===== src/rtl/vc_input_ctrl_pkg.sv =====
// Shared types and sizing for the per-VC input control stage.
// Flit format, flit labels and the control FSM state encoding live here.
package vc_input_ctrl_pkg;

  localparam int VC_NUM   = 4;
  localparam int VC_DEPTH = 4;
  localparam int DEST_W   = 4;
  localparam int DATA_W   = 16;
  localparam int VC_W     = (VC_NUM > 1) ? $clog2(VC_NUM) : 1;

  typedef enum logic [1:0] {
    HEAD     = 2'd0,
    BODY     = 2'd1,
    TAIL     = 2'd2,
    HEADTAIL = 2'd3
  } flit_label_t;

  typedef enum logic [1:0] {
    IDLE   = 2'd0,
    VA     = 2'd1,
    ACTIVE = 2'd2
  } vc_ctrl_state_t;

  typedef struct packed {
    flit_label_t       label;
    logic [VC_W-1:0]   vc_id;
    logic [DEST_W-1:0] dest;
    logic [DATA_W-1:0] data;
  } flit_t;

  function automatic logic is_head(flit_label_t label);
    return (label == HEAD) || (label == HEADTAIL);
  endfunction

  function automatic logic is_tail(flit_label_t label);
    return (label == TAIL) || (label == HEADTAIL);
  endfunction

endpackage


===== src/rtl/vc_input_ctrl_if.sv =====
// Flit stream toward the switch: valid/flit forward, ready back.
interface vc_input_ctrl_if;
  import vc_input_ctrl_pkg::*;

  logic  flit_valid;
  flit_t flit;
  logic  flit_ready;

  modport master (output flit_valid, output flit, input flit_ready);
  modport slave  (input flit_valid, input flit, output flit_ready);

endinterface


===== src/rtl/vc_input_ctrl.sv =====
// Per-VC input control: pops the VC buffer, holds the head flit through VC allocation,
// then streams the packet to the switch. Optional checking under VC_INPUT_CTRL_ERR_CHECK_EN.
module vc_input_ctrl
  import vc_input_ctrl_pkg::*;
#(
  parameter int VC_NUM = vc_input_ctrl_pkg::VC_NUM,
  localparam int OUT_VC_W = (VC_NUM > 1) ? $clog2(VC_NUM) : 1
) (
  input  logic                clk,
  input  logic                rst,
  input  logic                buf_empty_i,
  input  flit_t               buf_data_i,
  output logic                buf_read_o,
  output logic                credit_o,
  output logic                va_req_o,
  output logic [DEST_W-1:0]   va_dest_o,
  input  logic                va_grant_i,
  input  logic [OUT_VC_W-1:0] va_out_vc_i,
  vc_input_ctrl_if.master     sw,
  output logic                error_o
);

  vc_ctrl_state_t      state_reg, state_next;
  logic                pending_reg;
  logic                hold_valid_reg;
  flit_t               hold_reg;
  logic [OUT_VC_W-1:0] out_vc_reg;

  flit_t cur_flit;
  flit_t out_flit;
  logic  cur_valid;
  logic  cur_head;
  logic  cur_tail;
  logic  bad_in_idle;
  logic  bad_in_active;

  logic  va_req;
  logic  flit_valid;
  logic  fire;
  logic  drop;
  logic  grant_take;
  logic  consume;
  logic  buf_read;

  // Data from the buffer is only valid the cycle after the read; otherwise use the held copy.
  assign cur_flit  = pending_reg ? buf_data_i : hold_reg;
  assign cur_valid = pending_reg | hold_valid_reg;
  assign cur_head  = is_head(cur_flit.label);
  assign cur_tail  = is_tail(cur_flit.label);

`ifdef VC_INPUT_CTRL_ERR_CHECK_EN
  assign bad_in_idle   = ~cur_head;
  assign bad_in_active = cur_head;
`else
  assign bad_in_idle   = 1'b0;
  assign bad_in_active = 1'b0;
`endif

  always_comb begin
    state_next = state_reg;
    va_req     = 1'b0;
    flit_valid = 1'b0;
    fire       = 1'b0;
    drop       = 1'b0;
    grant_take = 1'b0;
    unique case (state_reg)
      IDLE: begin
        if (cur_valid) begin
          if (bad_in_idle) begin
            drop = 1'b1;
          end else begin
            va_req = 1'b1;
            if (va_grant_i) begin
              grant_take = 1'b1;
              state_next = ACTIVE;
            end else begin
              state_next = VA;
            end
          end
        end
      end
      VA: begin
        va_req = 1'b1;
        if (va_grant_i) begin
          grant_take = 1'b1;
          state_next = ACTIVE;
        end
      end
      ACTIVE: begin
        if (cur_valid && bad_in_active) begin
          drop = 1'b1;
        end else begin
          flit_valid = cur_valid;
          fire       = cur_valid & sw.flit_ready;
          if (fire && cur_tail) begin
            state_next = IDLE;
          end
        end
      end
      default: state_next = IDLE;
    endcase
  end

  assign consume = fire | drop;
  // Reads are suppressed during reset so no credit escapes on the reset cycle.
  assign buf_read = ~rst & ~buf_empty_i & (~cur_valid | consume) & (state_reg != VA);

  always_comb begin
    out_flit       = cur_flit;
    out_flit.vc_id = VC_W'(out_vc_reg);
  end

  assign buf_read_o    = buf_read;
  assign credit_o      = buf_read;
  assign va_req_o      = va_req;
  assign va_dest_o     = va_req ? cur_flit.dest : '0;
  assign sw.flit_valid = flit_valid;
  assign sw.flit       = flit_valid ? out_flit : '0;

  always_ff @(posedge clk) begin
    if (rst) begin
      state_reg      <= IDLE;
      pending_reg    <= 1'b0;
      hold_valid_reg <= 1'b0;
      hold_reg       <= '0;
      out_vc_reg     <= '0;
    end else begin
      state_reg   <= state_next;
      pending_reg <= buf_read;
      if (grant_take) begin
        out_vc_reg <= va_out_vc_i;
      end
      // A pending flit that is not consumed must be captured before the buffer output moves on.
      if (pending_reg && !consume) begin
        hold_reg       <= buf_data_i;
        hold_valid_reg <= 1'b1;
      end else if (consume) begin
        hold_valid_reg <= 1'b0;
      end
    end
  end

`ifdef VC_INPUT_CTRL_ERR_CHECK_EN
  logic error_reg;

  always_ff @(posedge clk) begin
    if (rst) begin
      error_reg <= 1'b0;
    end else if (drop) begin
      error_reg <= 1'b1;
    end
  end

  assign error_o = error_reg;
`else
  assign error_o = 1'b0;
`endif

endmodule


===== src/flat_wrapper.sv =====
// flat-port wrapper written by rule: the top's interface ports become plain ports
module vc_input_ctrl_flat import vc_input_ctrl_pkg::*;
#(
  parameter int VC_NUM = vc_input_ctrl_pkg::VC_NUM,
  localparam int OUT_VC_W = (VC_NUM > 1) ? $clog2(VC_NUM) : 1
)
  (clk, rst, buf_empty_i, buf_data_i, buf_read_o, credit_o, va_req_o, va_dest_o, va_grant_i, va_out_vc_i, error_o, sw_flit_valid, sw_flit, sw_flit_ready);
  vc_input_ctrl_if sw_i ();
  input  logic clk;
  input  logic rst;
  input  logic buf_empty_i;
  input  flit_t buf_data_i;
  output logic buf_read_o;
  output logic credit_o;
  output logic va_req_o;
  output logic [DEST_W-1:0] va_dest_o;
  input  logic va_grant_i;
  input  logic [OUT_VC_W-1:0] va_out_vc_i;
  output logic error_o;
  output wire logic [$bits(sw_i.flit_valid)-1:0] sw_flit_valid;
  output wire logic [$bits(sw_i.flit)-1:0] sw_flit;
  input wire logic [$bits(sw_i.flit_ready)-1:0] sw_flit_ready;
  assign sw_flit_valid = sw_i.flit_valid;
  assign sw_flit = sw_i.flit;
  assign sw_i.flit_ready = sw_flit_ready;
  vc_input_ctrl #(.VC_NUM(VC_NUM)) u_core (.clk(clk), .rst(rst), .buf_empty_i(buf_empty_i), .buf_data_i(buf_data_i), .buf_read_o(buf_read_o), .credit_o(credit_o), .va_req_o(va_req_o), .va_dest_o(va_dest_o), .va_grant_i(va_grant_i), .va_out_vc_i(va_out_vc_i), .sw(sw_i), .error_o(error_o));
endmodule

===== config.mk =====
export PLATFORM = sky130hd
export DESIGN_NAME = vc_input_ctrl_flat
export DESIGN_NICKNAME = d
export VERILOG_FILES = /design/src/rtl/vc_input_ctrl_pkg.sv /design/src/rtl/vc_input_ctrl_if.sv /design/src/rtl/vc_input_ctrl.sv /design/src/flat_wrapper.sv
export SDC_FILE = /design/constraint.sdc
export NUM_CORES = 1
export LEC_CHECK = 0
export ABC_AREA = 1
export BUFFER_PORTS_ARGS = -buffer_cell sky130_fd_sc_hd__buf_2
export CAP_MARGIN = 20
export CORE_MARGIN = 5
export CORE_UTILIZATION = 53
export CTS_CLUSTER_SIZE = 30
export DETAILED_ROUTE_END_ITERATION = 10
export PLACE_DENSITY = 0.85
export SYNTH_ARGS = -nofsm -noshare
export SYNTH_HDL_FRONTEND = slang
export SYNTH_SLANG_ARGS = --single-unit

===== constraint.sdc =====
create_clock -name clk -period 2.9 [get_ports clk]
set_clock_uncertainty 0.05 [all_clocks]
set_input_delay 0.725 -clock clk [delete_from_list [all_inputs] [get_ports clk]]
set_output_delay 0.725 -clock clk [all_outputs]
set_load 0.03 [all_outputs]

==> flow_summary.rst, run 1 <==
.. list-table::
   :header-rows: 1

   * - Metric
     - Value
   * - Total Nets Final
     - ~340
   * - Count of endpoints failing setup in the final report
     - 0
   * - Number of flip-flops under the largest register name
     - 22
   * - Number of distinct library cell variants in the gate-level netlist after synthesis
     - 18
   * - Die height
     - 67.0 um
   * - Ys async rst share
     - 0
   * - Max cap viols
     - 0
   * - Power density over the cells
     - 431 mW/mm2
   * - Buffer depth of the longest clock path
     - 2
   * - Largest cells by area after synthesis
     - dfxtp_1, nand2_1, nor2_1, a21oi_1, nand3b_1
   * - Core ar.
     - 0.00308 mm2
   * - I/O pin count
     - 64
   * - TritonCTS clock tree
     - built
   * - Buffer cell driving the clock tree root
     - clkbuf_4
   * - Die boundary width
     - 67.0 um
   * - Global router's overall resource usage
     - 0.175
   * - Result of the run
     - complete, no violations
   * - CP Buf/Inv Count
     - 2
   * - Wire length of the first global-routing pass
     - 6230 um
   * - Site row count
     - 20
   * - Worst skew pair latency
     - ~0.31 ns
   * - Fin worst setup slack
     - 0.196 ns
   * - Cell family contributing the most delay on the critical path
     - buffers and inverters
   * - Antenna diode instance count
     - 0
   * - Fmax
     - roughly 370 MHz
   * - Wirelength per Cell
     - between 10 and 15 um
   * - Initial Util
     - 0.559
   * - Pin count of the biggest net entering global routing
     - 49
   * - Gpl congestion
     - just over 0.7
   * - Total of cells resized after clock tree synthesis
     - 0
   * - WL met3
     - approximately 230 um
   * - Post-detailed-placement half-perimeter wirelength
     - around 2600 um
   * - Synth-to-layout area growth
     - 15.3%
   * - Post-synthesis net count
     - 290
   * - Longest individual stage delay on the worst path
     - 0.47 ns
   * - Area of all placed cells without fillers
     - around 0.0020 mm2
   * - RSZ-0062 raised after global routing
     - no
   * - Endpoint required time on the critical path
     - 2.12 ns
   * - Port Buffers
     - 60
   * - Pre-antenna DRT Iters
     - 4
   * - CTS clock-pin slew for the worst setup and hold paths
     - 0.13 ns
   * - Routed vias/inst
     - 4.81
   * - Highest fanout seen on the critical path
     - 24
   * - Worst path arrival time
     - 1.93 ns
   * - Period minus WS final
     - 2.70 ns
   * - Critical path's slowest cell
     - inv_2
   * - Path type of the worst setup path
     - reg -> out
   * - Worst vdd ir
     - 189 uV
   * - Pins Over Slew Limit
     - 0
   * - Ratio of final minimum period to clock period
     - 0.932
   * - Sum of routed wire length over all layers
     - 3650 um
   * - Share of the synthesized area in the top cell type
     - 0.326
   * - Total vias in the final route
     - 1684
   * - Wire length on met2
     - 1760 um
   * - H-tree Lvls
     - 1
   * - Post-route ant nets
     - 0
   * - Synth cell count leaders
     - nand2_1, nor2_1, a21oi_1, dfxtp_1, nand3b_1
   * - Placed Instance Area
     - about 0.002 mm2
   * - Met1 layer wirelength in the final routing
     - 1610 um
   * - Cts bufs inserted
     - 3
   * - CP Cell Sequence
     - nor2_1 -> nor2_4 -> inv_2 -> a21oi_1 -> buf_2
   * - Share of the core filled with cells
     - 0.644
   * - Startpoint class of the critical path
     - flip-flop
   * - Clock Sink Count
     - 28
   * - Layout cells sized above 1
     - 0.304
   * - Leakage dissipation
     - 0.000913 uW
   * - Iteration-0 DRC Markers
     - 80
   * - Number of buffers added for setup after CTS
     - 0
   * - FF+latch count, synth
     - 28
   * - Total negative setup slack
     - 0 ns
   * - Die footprint
     - approximately 0.0045 mm2
   * - Cell Area, Synth
     - 0.00172 mm2
   * - DRC viols
     - 0
   * - Most area-hungry cell type in the Yosys netlist
     - dfxtp_1
   * - Initial antenna violation count
     - 0
   * - Classification of the worst-slack hold path
     - reg -> reg
   * - Highest layer used for signal routing
     - met4
   * - Total congestion overflow
     - 0
   * - Critical path capture point type
     - primary output
   * - Number of synthesis warnings
     - 0
   * - Cells after Synth
     - 259
   * - Hold Fails Final Rpt
     - 0
   * - Dominant cell by count in the synthesized netlist
     - nand2_1
   * - Slew at the pin with the worst max-slew slack
     - ~0.66 ns
   * - Number of global-route vias before repair
     - 1484
   * - CTS Hold Buffers Added
     - 0
   * - Fraction of the yosys area taken by sequential cells
     - 0.326
   * - Number of flops mapped to enable cells by yosys
     - 0
   * - Headroom to the max-slew limit
     - 0.557
   * - Top_reg_cell synth
     - dfxtp_1
   * - Post-synthesis average cell area
     - ~6.6 um2
   * - Pre-CTS WS
     - 0.530 ns
[metal layers]
metal,global-route usage,vias up
li1,-,909
met1,0.212,723
met2,0.304,47
met3,0.0287,5
met4,0.0684,0
met5,0,-
[tightest hold or removal path: stages, from the launching register on]
cell and delay, ns:
dfxtp_1 0.35, a21oi_1 0.04, nor2_1 0.08
[report_power, final]
| group | switching (uW) | leakage, uW | internal (uW) |
|---|---|---|---|
| logic | 169 | 0.000669 | 89.9 |
| registers | 23.8 | 0.000230 | 421 |
| clock network | 102 | 0.0000138 | 48.7 |
[layout make-up]
cell class,instances,area [um2]
Clock buffer,3,22.5
Fill cell,291,1090
Inverter,17,63.8
Multi-Input combinational cell,195,957
Sequential cell,28,562
Tap cell,44,55.1
Timing Repair Buffer,63,323
[cell usage in the layout, fill, tap and decap left out]
cell      netlist  final
clkbuf_4        0      3
dfxtp_1        28     27
inv_1          13     13
a21oi_1        28     28
nor2_1         39     39
conb_1          1      1
buf_2           9     60
nor2_4          2      2
buf_4           5      3
nor2_2          7      7
inv_2           3      3
a21oi_2        13     13
clkinv_1        1      1
nand3_4         1      1
nand3_1         7      7
nand2_1        75     75
dfxtp_2         0      1
nand3b_1       17     17
o21ai_0         5      5
[through the flow]
step	total power, uW	cells	hold slack [ns]
after floorplan	660	259	0.396
after global placement	709	347	0.410
after detailed placement	714	347	0.413
after CTS	862	350	0.445
after global routing	915	350	0.477
final	855	350	0.441
[kinds of logic (layout without fill, tap and decap cells)]
| kind of cell | count (synthesis) | after routing | share of synthesized area |
|---|---|---|---|
| compound gates | 46 | 46 | 0.162 |
| other cells | 1 | 1 | 0.00218 |
| buf+inv | 36 | 83 | 0.118 |
| flops | 28 | 28 | 0.326 |
| simple gates | 148 | 148 | 0.392 |
[final timing paths]
| kind | start | to | slack (ns) | cells after the start |
|---|---|---|---|---|
| worst max-delay path | u_core.pending_reg | sw_flit[2] | 0.20 | 5 |
| worst min-delay path | u_core.hold_reg[16] | u_core.hold_reg[16] | 0.44 | 2 |
| worst max register to register | u_core.pending_reg | u_core.hold_reg[23] | 1.17 | 8 |
| worst min register to register | u_core.hold_reg[16] | u_core.hold_reg[16] | 0.44 | 2 |
No activity file was read; power rests on OpenSTA's default activity.
==> inputs of run 2 (changes only) <==
--- a/config.mk
+++ b/config.mk
@@ -5,14 +5,13 @@
 export SDC_FILE = /design/constraint.sdc
 export NUM_CORES = 1
 export LEC_CHECK = 0
-export ABC_AREA = 1
 export BUFFER_PORTS_ARGS = -buffer_cell sky130_fd_sc_hd__buf_2
 export CAP_MARGIN = 20
 export CORE_MARGIN = 5
-export CORE_UTILIZATION = 53
+export CORE_UTILIZATION = 51
 export CTS_CLUSTER_SIZE = 30
 export DETAILED_ROUTE_END_ITERATION = 10
-export PLACE_DENSITY = 0.85
+export PLACE_DENSITY = 0.84
 export SYNTH_ARGS = -nofsm -noshare
 export SYNTH_HDL_FRONTEND = slang
 export SYNTH_SLANG_ARGS = --single-unit
==> flow_summary.rst, run 2 <==
.. list-table::
   :header-rows: 1

   * - Metric
     - Value
   * - Area of all placed cells without fillers
     - 0.00190 mm2 (-4.4%)
   * - Number of flops mapped to enable cells by yosys
     - 0 (unchanged)
   * - Pin count of the biggest net entering global routing
     - 30 (-39%)
   * - Period minus WS final
     - 2.70 ns (-0.00752 ns)
   * - Pre-antenna DRT Iters
     - 4 (unchanged)
   * - Global router's overall resource usage
     - 0.168 (-0.00705)
   * - Highest fanout seen on the critical path
     - 28 (+17%)
   * - Gpl congestion
     - 0.742 (+2.5%)
   * - Initial Util
     - 0.519 (-0.0398)
   * - Slew at the pin with the worst max-slew slack
     - 0.620 ns (-0.0405 ns)
   * - Synth cell count leaders
     - nand2_1, mux2i_1, dfxtp_1
   * - Fin worst setup slack
     - 0.203 ns (+0.00752 ns)
   * - Post-detailed-placement half-perimeter wirelength
     - 2510 um (-4.8%)
   * - Max cap viols
     - 0 (unchanged)
   * - Count of endpoints failing setup in the final report
     - 0 (unchanged)
   * - Critical path's slowest cell
     - buf_4
   * - Ratio of final minimum period to clock period
     - 0.930 (-0.00259)
   * - Min Hold Slack
     - 0.415 ns (-0.0260 ns)
   * - Pins Over Slew Limit
     - 0 (unchanged)
   * - Layout cells sized above 1
     - 0.301 (-0.00267)
   * - Post-synthesis average cell area
     - 8.43 um2 (+27%)
   * - Synth-to-layout area growth
     - 21.7%
   * - Startpoint class of the critical path
     - flip-flop
   * - Headroom to the max-slew limit
     - 0.585 (+0.0282)
   * - Most frequent standard cell in the layout excluding fill and tap cells
     - buf_2
   * - Number of buffers added for setup after CTS
     - 0 (unchanged)
   * - Number of distinct library cell variants in the gate-level netlist after synthesis
     - 25 (+7)
   * - Cts bufs inserted
     - 3 (unchanged)
   * - Dominant cell by count in the synthesized netlist
     - nand2_1
   * - Worst vdd ir
     - 287 uV (+51%)
   * - Buffer cell driving the clock tree root
     - clkbuf_4
   * - Worst skew pair latency
     - 0.33 ns (+0.02 ns)
   * - Die height
     - 65.3 um (-2.5%)
   * - Core ar.
     - 0.00300 mm2 (-2.4%)
   * - Worst path arrival time
     - 1.92 ns (about the same)
   * - Iteration-0 DRC Markers
     - 49 (-39%)
   * - CTS clock-pin slew for the worst setup and hold paths
     - 0.15 ns (+0.02 ns)
   * - Site row count
     - 20 (unchanged)
   * - Share of the core filled with cells
     - 0.632 (-0.0126)
   * - Clock Sink Count
     - 28 (unchanged)
   * - FF+latch count, synth
     - 28 (unchanged)
   * - Leading cell types in the layout, fill and taps excluded
     - buf_2, nand2_1, mux2i_1, dfxtp_1, nor2_1
   * - H-tree Lvls
     - 1 (unchanged)
   * - Placed Instance Area
     - 0.00184 mm2 (-6.3%)
   * - Die boundary width
     - 65.3 um (-2.5%)
   * - Top_reg_cell synth
     - dfxtp_1
   * - Post-route ant nets
     - 0 (unchanged)
   * - Initial antenna violation count
     - 0 (unchanged)
   * - Antenna diode instance count
     - 0 (unchanged)
   * - Hold Fails Final Rpt
     - 0 (unchanged)
   * - Fraction of the yosys area taken by sequential cells
     - 0.360 (+0.0337)
   * - Port Buffers
     - 60 (unchanged)
   * - Number of synthesis warnings
     - 0 (unchanged)
   * - Total negative setup slack
     - 0 ns (unchanged)
   * - CP Buf/Inv Count
     - 2 (unchanged)
   * - Sum of routed wire length over all layers
     - 3380 um (-7.4%)
   * - I/O pin count
     - 64 (unchanged)
   * - Power density over the cells
     - 476 mW/mm2 (+11%)
   * - Wire length of the first global-routing pass
     - 5640 um (-9.5%)
   * - Result of the run
     - complete, no violations
   * - Buffer depth of the longest clock path
     - 2 (unchanged)
   * - Cell Area, Synth
     - 0.00156 mm2 (-9.4%)
   * - Total vias in the final route
     - 1384 (-18%)
   * - Wirelength per Cell
     - 12.4 um (+19%)
   * - TritonCTS clock tree
     - built
   * - Cells after Synth
     - 185 (-29%)
   * - Classification of the worst-slack hold path
     - reg -> reg
   * - Leakage dissipation
     - 0.000858 uW (-6.0%)
   * - Critical path capture point type
     - primary output
   * - Number of flip-flops under the largest register name
     - 22 (unchanged)
   * - Largest cells by area after synthesis
     - dfxtp_1, mux2i_1, nand2_1, nor2_1, buf_4
   * - Routed vias/inst
     - 5.09 (+5.8%)
   * - Total Nets Final
     - 271 (-20%)
   * - Most area-hungry cell type in the Yosys netlist
     - dfxtp_1
   * - Share of the synthesized area in the top cell type
     - 0.360 (+0.0337)
   * - Pre-CTS WS
     - 0.423 ns (-0.107 ns)
   * - Longest individual stage delay on the worst path
     - 0.41 ns (-0.06 ns)
   * - Die footprint
     - 0.00426 mm2 (-5.0%)
   * - Fmax
     - 371 MHz (+0.28%)
   * - Ys async rst share
     - 0 (unchanged)
   * - CP Cell Sequence
     - buf_4 -> or3_1 -> nand2b_1 -> nor2_1 -> buf_2
   * - Total congestion overflow
     - 0 (unchanged)
   * - Path type of the worst setup path
     - reg -> out
   * - Endpoint required time on the critical path
     - 2.12 ns (about the same)
   * - DRC viols
     - 0 (unchanged)
   * - Cell family contributing the most delay on the critical path
     - buffers and inverters
   * - RSZ-0062 raised after global routing
     - no
   * - Post-synthesis net count
     - 216 (-26%)
   * - Number of global-route vias before repair
     - 1335 (-10%)
## run 2: final timing paths
| check | startpoint | endpoint | slack [ns] | cells after the start |
|---|---|---|---|---|
| min | u_core.out_vc_reg[1] | u_core.out_vc_reg[1] | 0.42 | 2 |
| max reg2reg | u_core.pending_reg | u_core.hold_reg[22] | 0.93 | 4 |
| max | u_core.pending_reg | va_dest_o[2] | 0.20 | 5 |
| min reg2reg | u_core.out_vc_reg[1] | u_core.out_vc_reg[1] | 0.42 | 2 |
## run 2: worst reg2reg max path: stages, from the launching register on
cell and delay, ns:
dfxtp_1 0.40, buf_4 0.41, a21boi_4 0.60, buf_4 0.27, mux2i_1 0.18
## run 2: power breakdown
part	switching (uW)	internal (uW)	total, uW	leakage, uW
Sequential	18.5	412	431	0.000228
Combinational	130	90.6	221	0.000601
Clock	112	140	252	0.0000279
## run 2: cells by family after synthesis
logic type | count (synthesis) | share of synthesized area
AOI/OAI and AO/OA | 8 | 0.0457
muxes | 46 | 0.295
DFF | 28 | 0.360
and+or+nand+nor | 85 | 0.230
buffers and inverters | 17 | 0.0674
other | 1 | 0.00241
## run 2: metrics by stage
stage | cells | power [uW]
after floorplan | 185 | 605
after global placement | 268 | 655
after detailed placement | 268 | 660
after CTS | 272 | 913
after global routing | 272 | 953
final | 272 | 903
## run 2: cell type report
type,instances,area [um2]
fill,283,1110
inverter,3,11.3
sequential,28,561
clock inverter,1,30.0
timing repair buffer,64,330
tap,33,41.3
multi-input combinational,140,901
clock buffer,3,22.5
## run 2: what timing repair did
item | CTS | global route
resized for setup | 0 | 1
hold buffers | 0 | 0
setup endpoints to repair | 0 | 2
## run 2: metal layers
| layer | global-route usage | wire length, um |
|---|---|---|
| met1 | 0.200 | 1520 |
| met2 | 0.305 | 1660 |
| met3 | 0.0171 | 145 |
| met4 | 0.0699 | 50 |
| met5 | 0 | 0 |
==> inputs of run 3 (changes only) <==
--- a/config.mk
+++ b/config.mk
@@ -11,7 +11,7 @@
 export CORE_UTILIZATION = 51
 export CTS_CLUSTER_SIZE = 30
 export DETAILED_ROUTE_END_ITERATION = 10
-export PLACE_DENSITY = 0.84
+export PLACE_DENSITY = 0.93
 export SYNTH_ARGS = -nofsm -noshare
 export SYNTH_HDL_FRONTEND = slang
 export SYNTH_SLANG_ARGS = --single-unit
==> flow_summary.rst, run 3 (synthesis results as in run 2) <==
.. list-table::
   :header-rows: 1

   * - Metric
     - Value
   * - I/O pin count
     - 64 (unchanged)
   * - Number of global-route vias before repair
     - 1336 (+0.075%)
   * - Antenna diode instance count
     - 0 (unchanged)
   * - Cts bufs inserted
     - 3 (unchanged)
   * - Fmax
     - 376 MHz (+1.5%)
   * - WL met3
     - 172 um (+19%)
   * - Period minus WS final
     - 2.66 ns (-0.0392 ns)
   * - Count of endpoints failing setup in the final report
     - 0 (unchanged)
   * - Number of flip-flops under the largest register name
     - 22 (unchanged)
   * - Classification of the worst-slack hold path
     - reg -> reg
   * - Hold Fails Final Rpt
     - 0 (unchanged)
   * - Fin worst setup slack
     - 0.243 ns (+0.0392 ns)
   * - Site row count
     - 20 (unchanged)
   * - Worst vdd ir
     - 193 uV (-33%)
   * - Leading cell types in the layout, fill and taps excluded
     - buf_2, nand2_1, mux2i_1, dfxtp_1, nor2_1
   * - Iteration-0 DRC Markers
     - 59 (+20%)
   * - Wire length of the first global-routing pass
     - 5650 um (+0.25%)
   * - Total Nets Final
     - 271 (unchanged)
   * - Power density over the cells
     - 444 mW/mm2 (-6.8%)
   * - Buffer cell driving the clock tree root
     - clkbuf_4
   * - Die footprint
     - 0.00426 mm2 (unchanged)
   * - Longest individual stage delay on the worst path
     - 0.39 ns (-0.02 ns)
   * - Endpoint required time on the critical path
     - 2.12 ns (about the same)
   * - Result of the run
     - complete, no violations
   * - Met1 layer wirelength in the final routing
     - 1450 um (-4.5%)
   * - Most frequent standard cell in the layout excluding fill and tap cells
     - buf_2
   * - Wire length on met2
     - 1730 um (+4.3%)
   * - Layout cells sized above 1
     - 0.301 (unchanged)
   * - Highest fanout seen on the critical path
     - 28 (unchanged)
   * - Total vias in the final route
     - 1377 (-0.51%)
   * - Headroom to the max-slew limit
     - 0.584 (about the same)
   * - Total negative setup slack
     - 0 ns (unchanged)
   * - Number of buffers added for setup after CTS
     - 0 (unchanged)
   * - Initial Util
     - 0.519 (unchanged)
   * - Post-detailed-placement half-perimeter wirelength
     - 2600 um (+3.8%)
   * - Startpoint class of the critical path
     - flip-flop
   * - Highest layer used for signal routing
     - met4
   * - Core ar.
     - 0.00300 mm2 (unchanged)
   * - Path type of the worst setup path
     - reg -> out
   * - Post-route ant nets
     - 0 (unchanged)
   * - Pin count of the biggest net entering global routing
     - 29 (-3.3%)
   * - Max cap viols
     - 0 (unchanged)
   * - Clock Sink Count
     - 28 (unchanged)
   * - DRC viols
     - 0 (unchanged)
   * - Total congestion overflow
     - 0 (unchanged)
   * - CTS Hold Buffers Added
     - 0 (unchanged)
   * - Slew at the pin with the worst max-slew slack
     - 0.621 ns (+0.000749 ns)
   * - Cell family contributing the most delay on the critical path
     - buffers and inverters
   * - RSZ-0062 raised after global routing
     - no
   * - Die height
     - 65.3 um (unchanged)
   * - Pre-antenna DRT Iters
     - 4 (unchanged)
   * - Critical path's slowest cell
     - or3_1
   * - Worst path arrival time
     - 1.88 ns (-0.04 ns)
   * - Critical path capture point type
     - primary output
   * - Initial antenna violation count
     - 0 (unchanged)
   * - Leakage dissipation
     - 0.000853 uW (-0.48%)
   * - CTS clock-pin slew for the worst setup and hold paths
     - 0.15 ns (about the same)
   * - Placed Instance Area
     - 0.00185 mm2 (+0.68%)
   * - Buffer depth of the longest clock path
     - 2 (unchanged)
   * - Pre-CTS WS
     - 0.428 ns (+0.00461 ns)
   * - CP Cell Sequence
     - buf_4 -> or3_1 -> a211oi_1 -> buf_2
   * - Ratio of final minimum period to clock period
     - 0.916 (-0.0135)
   * - Routed vias/inst
     - 5.06 (-0.51%)
   * - Worst skew pair latency
     - 0.32 ns (about the same)
   * - Sum of routed wire length over all layers
     - 3400 um (+0.38%)
   * - Gpl congestion
     - 0.747 (+0.70%)
   * - Area of all placed cells without fillers
     - 0.00189 mm2 (-0.20%)
   * - Wirelength per Cell
     - 12.5 um (+0.38%)
   * - Global router's overall resource usage
     - 0.166 (-0.00168)
   * - H-tree Lvls
     - 1 (unchanged)
   * - Port Buffers
     - 60 (unchanged)
   * - Flop-to-flop setup slack
     - 1.00 ns (+0.07 ns)
   * - Pins Over Slew Limit
     - 0 (unchanged)
   * - Synth-to-layout area growth
     - 21.4%
   * - CP Buf/Inv Count
     - 2 (unchanged)
   * - TritonCTS clock tree
     - built
   * - Die boundary width
     - 65.3 um (unchanged)
## run 3: cell count changes in the layout (fill, tap and decap cells not counted), sizes merged
cell / previous run / this run
bufinv: 1 / 0
clkbuf: 3 / 4
## run 3: area by class of cell
type | count | area [um2]
clock buffers | 4 | 36.3
fillers | 271 | 1110
inverters | 3 | 11.3
multi-input cells | 140 | 901
flip-flops and latches | 28 | 561
well taps | 33 | 41.3
repair buffers | 64 | 343
## run 3: routing by layer
| metal | global-route usage | vias up |
|---|---|---|
| li1 | - | 716 |
| met1 | 0.199 | 623 |
| met2 | 0.296 | 34 |
| met3 | 0.0274 | 4 |
| met4 | 0.0622 | 0 |
| met5 | 0 | - |
## run 3: repair_timing
action | 4_1_cts | 5_1_grt
endpoints found under the hold margin | 0 | 0
endpoints found under the setup margin | 0 | 2
gates resized for setup | 0 | 1
## run 3: power breakdown
group          leakage [uW]  switching (uW)  internal [uW]
registers          0.000228            19.1            412
logic              0.000604             130           93.2
clock network     0.0000210             109           76.7
## run 3: worst paths after layout
kind | from | end | depth (start not counted)
worst max-delay path | u_core.pending_reg | buf_read_o | 4
worst min-delay path | u_core.hold_reg[11] | u_core.hold_reg[11] | 2
worst max register to register | u_core.pending_reg | u_core.hold_reg[9] | 4
worst min register to register | u_core.hold_reg[11] | u_core.hold_reg[11] | 2
## run 3: worst register-to-register path, delay by kind of cell (launching register included)
family,cells,cell delay (ns)
AOI/OAI and AO/OA,1,0.55
DFF,1,0.41
muxes,1,0.19
buffers and inverters,2,0.63
## run 3: metrics by stage
step	utilization	hold slack (ns)	power, uW	cells
6_report	0.630	0.418	840	272
4_1_cts	0.628	0.421	849	272
3_3_place_gp	0.616	0.389	655	268
5_1_grt	0.630	0.443	888	272
3_5_place_dp	0.616	0.402	663	268
2_1_floorplan	-	0.380	605	185
